[config.mk]
export PLATFORM = sky130hd
export DESIGN_NAME = i2c_target_regs
export DESIGN_NICKNAME = d
export VERILOG_FILES = /design/src/rtl/i2c_target_pkg.sv /design/src/rtl/i2c_bus_cond.sv /design/src/rtl/i2c_target_regs.sv
export SDC_FILE = /design/constraint.sdc
export NUM_CORES = 1
export LEC_CHECK = 0
export ABC_AREA = 0
export CAP_MARGIN = 20
export CELL_PAD_IN_SITES_DETAIL_PLACEMENT = 0
export CELL_PAD_IN_SITES_GLOBAL_PLACEMENT = 2
export CORE_ASPECT_RATIO = 1.4
export CORE_MARGIN = 4
export CORE_UTILIZATION = 34
export CTS_CLUSTER_DIAMETER = 200
export DETAILED_ROUTE_END_ITERATION = 6
export PLACE_DENSITY = 0.89
export SLEW_MARGIN = 25
export SYNTH_ARGS = -nofsm -noshare
export SYNTH_HDL_FRONTEND = slang
export SYNTH_HIERARCHICAL = 1
export SYNTH_SLANG_ARGS = --single-unit
[constraint.sdc]
create_clock -name clk -period 4 [get_ports clk]
set_input_delay 0.8 -clock clk [delete_from_list [all_inputs] [get_ports clk]]
set_output_delay 0.8 -clock clk [all_outputs]
set_load 0.05 [all_outputs]
[src/rtl/i2c_target_pkg.sv]
// Shared encodings and constants for the I2C register target.
package i2c_target_pkg;

  typedef enum logic [3:0] {
    ST_IDLE      = 4'd0,
    ST_ADDR      = 4'd1,
    ST_ADDR_ACK  = 4'd2,
    ST_PTR       = 4'd3,
    ST_PTR_ACK   = 4'd4,
    ST_WDATA     = 4'd5,
    ST_WDATA_ACK = 4'd6,
    ST_RDATA     = 4'd7,
    ST_RDATA_ACK = 4'd8,
    ST_IGNORE    = 4'd9
  } state_t;

  localparam int         REG_COUNT = 16;
  // First read-only (status) register index.
  localparam logic [3:0] RO_BASE   = 4'hC;
  localparam logic       ACK       = 1'b0;
  localparam logic       NACK      = 1'b1;

endpackage

[src/rtl/i2c_bus_cond.sv]
// SCL/SDA synchronizer with edge, START and STOP detection.
module i2c_bus_cond #(
  parameter int SYNC_STAGES = 2
) (
  input  logic clk,
  input  logic rst,
  input  logic scl_i,
  input  logic sda_i,
  output logic scl_rise,
  output logic scl_fall,
  output logic sda_s,
  output logic start_det,
  output logic stop_det
);

  // Fewer than two flops would not resolve metastability.
  localparam int STG = (SYNC_STAGES < 2) ? 2 : SYNC_STAGES;

  logic [STG-1:0] scl_sync, sda_sync;
  logic           scl_s, scl_d, sda_d;
  // Fills with ones after reset; events are suppressed until the
  // synchronizers and the delay flop all hold real pad samples.
  logic [STG:0]   vld_pipe;
  logic           vld;

  // Synchronizer chains, one-cycle delayed copy and warm-up pipe.
  always_ff @(posedge clk) begin
    if (rst) begin
      scl_sync <= '1;
      sda_sync <= '1;
      scl_d    <= 1'b1;
      sda_d    <= 1'b1;
      vld_pipe <= '0;
    end else begin
      scl_sync <= {scl_sync[STG-2:0], scl_i};
      sda_sync <= {sda_sync[STG-2:0], sda_i};
      scl_d    <= scl_s;
      sda_d    <= sda_s;
      vld_pipe <= {vld_pipe[STG-1:0], 1'b1};
    end
  end

  assign scl_s     = scl_sync[STG-1];
  assign sda_s     = sda_sync[STG-1];
  assign vld       = vld_pipe[STG];
  assign scl_rise  = vld &  scl_s & ~scl_d;
  assign scl_fall  = vld & ~scl_s &  scl_d;
  assign start_det = vld &  scl_s &  scl_d &  sda_d & ~sda_s;
  assign stop_det  = vld &  scl_s &  scl_d & ~sda_d &  sda_s;

endmodule

[src/rtl/i2c_target_regs.sv]
// I2C target exposing 12 control registers and 4 status registers.
module i2c_target_regs
  import i2c_target_pkg::*;
#(
  parameter logic [6:0] ADDR        = 7'h48,
  parameter int         SYNC_STAGES = 2
) (
  input  logic        clk,
  input  logic        rst,
  input  logic        scl_i,
  input  logic        sda_i,
  output logic        sda_oe,
  output logic [95:0] ctrl_regs,
  input  logic [31:0] status_in,
  output logic        wr_strobe,
  output logic [3:0]  wr_addr,
  output logic [7:0]  wr_data,
  output logic        busy,
  output logic [3:0]  dbg_state
);

  logic scl_rise, scl_fall, sda_s, start_det, stop_det;

  i2c_bus_cond #(.SYNC_STAGES(SYNC_STAGES)) u_cond (
    .clk       (clk),
    .rst       (rst),
    .scl_i     (scl_i),
    .sda_i     (sda_i),
    .scl_rise  (scl_rise),
    .scl_fall  (scl_fall),
    .sda_s     (sda_s),
    .start_det (start_det),
    .stop_det  (stop_det)
  );

  state_t                     state, state_n;
  logic [3:0]                 cnt, cnt_n;
  logic [7:0]                 shreg, shreg_n;
  logic [3:0]                 ptr, ptr_n;
  logic                       sda_oe_n, busy_n;
  logic                       wr_stb_n, wr_en;
  logic [3:0]                 wr_addr_n;
  logic [7:0]                 wr_data_n;
  logic [7:0]                 rx_byte, rd_byte;
  logic [11:0][7:0]           ctrl_q;
  logic [REG_COUNT-1:0][7:0]  reg_view;

  // Unified 16-entry read view: control bytes low, status bytes high.
  assign reg_view  = {status_in, ctrl_q};
  assign ctrl_regs = ctrl_q;
  assign dbg_state = state;

  // State and datapath registers; control bytes written on commit.
  always_ff @(posedge clk) begin
    if (rst) begin
      state     <= ST_IDLE;
      cnt       <= '0;
      shreg     <= '0;
      ptr       <= '0;
      sda_oe    <= 1'b0;
      busy      <= 1'b0;
      wr_strobe <= 1'b0;
      wr_addr   <= '0;
      wr_data   <= '0;
      ctrl_q    <= '0;
    end else begin
      state     <= state_n;
      cnt       <= cnt_n;
      shreg     <= shreg_n;
      ptr       <= ptr_n;
      sda_oe    <= sda_oe_n;
      busy      <= busy_n;
      wr_strobe <= wr_stb_n;
      wr_addr   <= wr_addr_n;
      wr_data   <= wr_data_n;
      for (int i = 0; i < 12; i++)
        if (wr_en && (wr_addr_n == 4'(i))) ctrl_q[i] <= wr_data_n;
    end
  end

  // Next-state and output decode; bus conditions override bit events.
  always_comb begin
    state_n   = state;
    cnt_n     = cnt;
    shreg_n   = shreg;
    ptr_n     = ptr;
    sda_oe_n  = sda_oe;
    busy_n    = busy;
    wr_stb_n  = 1'b0;
    wr_en     = 1'b0;
    wr_addr_n = wr_addr;
    wr_data_n = wr_data;
    rx_byte   = {shreg[6:0], sda_s};
    rd_byte   = reg_view[ptr];

    if (start_det) begin
      state_n  = ST_ADDR;
      cnt_n    = '0;
      sda_oe_n = 1'b0;
      busy_n   = 1'b0;
    end else if (stop_det) begin
      state_n  = ST_IDLE;
      cnt_n    = '0;
      sda_oe_n = 1'b0;
      busy_n   = 1'b0;
    end else begin
      case (state)
        ST_ADDR: if (scl_rise) begin
          shreg_n = rx_byte;
          cnt_n   = cnt + 4'd1;
          if (cnt == 4'd7) begin
            cnt_n = '0;
            if (rx_byte[7:1] == ADDR) begin
              state_n = ST_ADDR_ACK;
              busy_n  = 1'b1;
            end else begin
              state_n = ST_IGNORE;
            end
          end
        end

        // shreg still holds the address byte, so bit 0 is R/W.
        // sda_oe doubles as the ACK phase flag: first fall drives, second releases.
        ST_ADDR_ACK: if (scl_fall) begin
          if (!sda_oe) begin
            sda_oe_n = ~ACK;
          end else if (shreg[0]) begin
            state_n  = ST_RDATA;
            shreg_n  = rd_byte;
            sda_oe_n = ~rd_byte[7];
            cnt_n    = '0;
          end else begin
            state_n  = ST_PTR;
            sda_oe_n = 1'b0;
            cnt_n    = '0;
          end
        end

        ST_PTR: if (scl_rise) begin
          shreg_n = rx_byte;
          cnt_n   = cnt + 4'd1;
          if (cnt == 4'd7) begin
            ptr_n   = rx_byte[3:0];
            state_n = ST_PTR_ACK;
            cnt_n   = '0;
          end
        end

        ST_PTR_ACK, ST_WDATA_ACK: if (scl_fall) begin
          if (!sda_oe) begin
            sda_oe_n = ~ACK;
          end else begin
            sda_oe_n = 1'b0;
            state_n  = ST_WDATA;
            cnt_n    = '0;
          end
        end

        // Status registers accept the byte on the bus but discard it.
        ST_WDATA: if (scl_rise) begin
          shreg_n = rx_byte;
          cnt_n   = cnt + 4'd1;
          if (cnt == 4'd7) begin
            if (ptr < RO_BASE) begin
              wr_en     = 1'b1;
              wr_stb_n  = 1'b1;
              wr_addr_n = ptr;
              wr_data_n = rx_byte;
            end
            ptr_n   = ptr + 4'd1;
            state_n = ST_WDATA_ACK;
            cnt_n   = '0;
          end
        end

        // cnt counts bits the controller has sampled; bit 7 was driven on load.
        ST_RDATA: begin
          if (scl_rise) begin
            cnt_n = cnt + 4'd1;
          end else if (scl_fall) begin
            if (cnt == 4'd8) begin
              sda_oe_n = 1'b0;
              state_n  = ST_RDATA_ACK;
              cnt_n    = '0;
            end else if (cnt != 4'd0) begin
              shreg_n  = {shreg[6:0], 1'b0};
              sda_oe_n = ~shreg[6];
            end
          end
        end

        // cnt==1 marks an ACK seen; the next byte loads on the following fall.
        ST_RDATA_ACK: begin
          if (scl_rise) begin
            if (sda_s == NACK) begin
              state_n = ST_IGNORE;
              busy_n  = 1'b0;
            end else begin
              ptr_n = ptr + 4'd1;
              cnt_n = 4'd1;
            end
          end else if (scl_fall && (cnt == 4'd1)) begin
            state_n  = ST_RDATA;
            shreg_n  = rd_byte;
            sda_oe_n = ~rd_byte[7];
            cnt_n    = '0;
          end
        end

        ST_IGNORE: sda_oe_n = 1'b0;

        default: ;
      endcase
    end
  end

endmodule

==> run metrics <==
setup TNS 0 ns; number of cells produced by synthesis ~750; hold_sp u_cond/scl_sync[0]; Iteration-0 DRC Markers 452; grt met2 use 36.52%; Starting Density 34.70%; FF-to-FF setup slack approximately 1.1 ns; Startpoint Class flip-flop; flop and latch count out of synthesis 139; Final period util 72.71%; met3 Usage GRT 4.656%; Area Growth Syn to Fin 31.48%; R2R Path Start u_cond/scl_sync[1]; routed via count 6296; GR peak layer met2; top post-synthesis cells by area dfxtp_1, mux4_2, mux2i_1; Sink Count around 140; CTS tree built; Die H approximately 180 um; Post-CTS Setup Bufs 0; most common cell in the netlist dfxtp_1; commonest cells in the synthesized netlist dfxtp_1, nor2_1, nand2_1; Post-synth EDFFs 0; post-synthesis sequential area ratio approximately two fifths; clk slew on worst S/H paths approximately 0.060 ns; Synth Flop Type dfxtp_1; Final HPWL DP 17690 um; area of placed instances 0.008828 mm2; initial antenna violation count 0; register area 0.002785 mm2; fin. max-slew vios 0; critical path class reg2reg; Hold Path Class reg2reg; Clock Skews 0.01451 ns; vias in the first global route 6264; met1 usage 25.80%; clk_lat worst skew approximately 0.43 ns; CP arrival 3.26 ns; FFs w/ async S/R, synth 0%; Crit. End Element flip-flop; post_cts resized 0; Total GRT Usage 20.96%; DIE WIDTH about 130 um; post-DR wirelength/cell 21.06 um; Max IR drop VDD between 0.2 and 0.3 mV; mapped cell area between 0.007 and 0.008 mm2; Num CTS Buffers 17; routed wire length 24170 um; Antenna Nets Post-Route 0; r2r endpoint ctrl_regs[21]; RSZ-0062 raised after global routing false; Core Box Area 0.02056 mm2; R2R cell count 8; Final nets 919; slew margin rel. 26.98%; Final min period 2.908 ns; share of cells above drive strength 1 12.78%; number of max-cap violations 0; multi-input logic area 0.004018 mm2; I/O Buffers 150; router iterations before antenna repair 5; Syn. warnings 6; Fmax 343.8 MHz; cell taking the most area after synthesis dfxtp_1; RePlAce Congestion approximately 0.87; final setup vio count 0; filler cell count 1947; Fin. Hold Viols 0; Setup crit end ctrl_regs[21]; critical path required time 4.35 ns; run status finished, final reports clean; Clock Tree Buf Depth 2; area share of the largest cell type after synthesis around two fifths; Least-Margin Pin Slew 1.093 ns; vias per cell 5.484; std cell rows 62; first-pass GRT wire length between 30000 and 40000 um; number of top-level pins 151; diodes inserted 0; Synth cell types 70; post-synth net total between 700 and 800; htree depth 4; static leakage about 0.003 uW; PwrDens 314.3 mW/mm2; fin area 0.009380 mm2; launch point of the worst path u_cond/scl_sync[1]; CTS Hold Bufs 0; total gr overflow 0; root buffer cell clkbuf_16; crit-path max FO 13; largest net degree at the start of global routing 60; number of remaining DRC errors 0; Synth Area per Inst 9.551 um2; Die Area 0.02340 mm2
-- through the flow --
step                      hold WS (ns)  std cells  utilization, %  setup WS [ns]  power, uW
after global placement          0.3938       1116           42.95          1.178       1500
after detailed placement        0.3931       1116           42.95          1.175       1500
after CTS                       0.4073       1148           45.63          1.088       2973
final                           0.4038       1148           45.63          1.092       2948
after global routing            0.4290       1148           45.63         0.8446       3040
after floorplan                 0.3832        747               -          1.658       1452
-- area by class of cell --
type | count | share of cell area, %
clock buffers | 19 | 4.722
repair buffers | 167 | 17.34
multi-input cells | 533 | 42.83
inverters | 21 | 0.8403
clock inverters | 13 | 1.160
well taps | 256 | 3.415
flip-flops and latches | 139 | 29.69
-- cells in the final DEF (no fill, tap or decap), drive strengths merged, types with 6 or more instances in the layout --
cell type	count
or2	8
mux4	33
nand4	7
a211oi	7
inv	25
clkinvlp	6
a21oi	66
nor2b	12
mux2i	71
mux2	9
dfxtp	139
nor3	15
nor4	7
nand3	7
clkdlybuf4s50	149
nand2b	7
a311oi	8
o22ai	6
o21ai	11
nor2	83
nand2	82
and2	14
clkbuf	19
nor3b	10
buf	18
-- critical path, stage by stage (launching register included) --
cell and delay, ns:
dfxtp_1 0.38, nand2_1 0.06, nor2_1 0.09, buf_4 0.18
and4b_1 0.38, nand4_2 0.46, nor3_1 0.98, nand2_1 0.13
a21oi_1 0.17
-- how the worst min path moves through the flow --
stage / cells past startpoint / end / slack, ns
floorplan: 1 / u_cond/scl_sync[1] / 0.38
global placement: 1 / u_cond/scl_sync[1] / 0.39
CTS: 1 / u_cond/scl_sync[1] / 0.41
detailed placement: 1 / u_cond/scl_sync[1] / 0.39
global route: 1 / u_cond/scl_sync[1] / 0.43
finish: 1 / u_cond/scl_sync[1] / 0.40
-- per-layer routing --
layer	part of all wire [%]	wire length (um)	vias up
li1	-	-	2969
met1	41	9906	3086
met2	52	12600	207
met3	5.0	1214	34
met4	1.9	455	0
met5	0	0	-
-- report_power, final --
part / total [uW] / internal (uW) / switching, uW
Sequential: 1390 / 1390 / 4.57
Combinational: 76.1 / 38.4 / 37.7
Clock: 1480 / 821 / 658
-- flip-flops by register name (all words and copies together), names as in the netlist --
signal and cells:
busy 1, cnt 4, ctrl_regs 96, dbg_state 4, ptr 4, sda_oe 1, shreg 7, u_cond/scl_d 1
u_cond/scl_sync 2, u_cond/sda_d 1, u_cond/sda_sync 2, u_cond/vld_pipe 3, wr_addr 4, wr_data 8, wr_strobe 1
-- logic make-up after synthesis --
family                   count (synthesis)  share of synthesized area [%]
AND/OR/NAND/NOR                        273                          20.78
AO/OA/AOI/OAI                          142                          12.79
flip-flops                             139                          39.00
multiplexers                           113                          21.85
buffers and inverters                   75                          4.753
adder cells (fa/ha/maj)                  4                         0.7015
XOR/XNOR                                 1                         0.1228
Power figures use the tool's default switching activity.
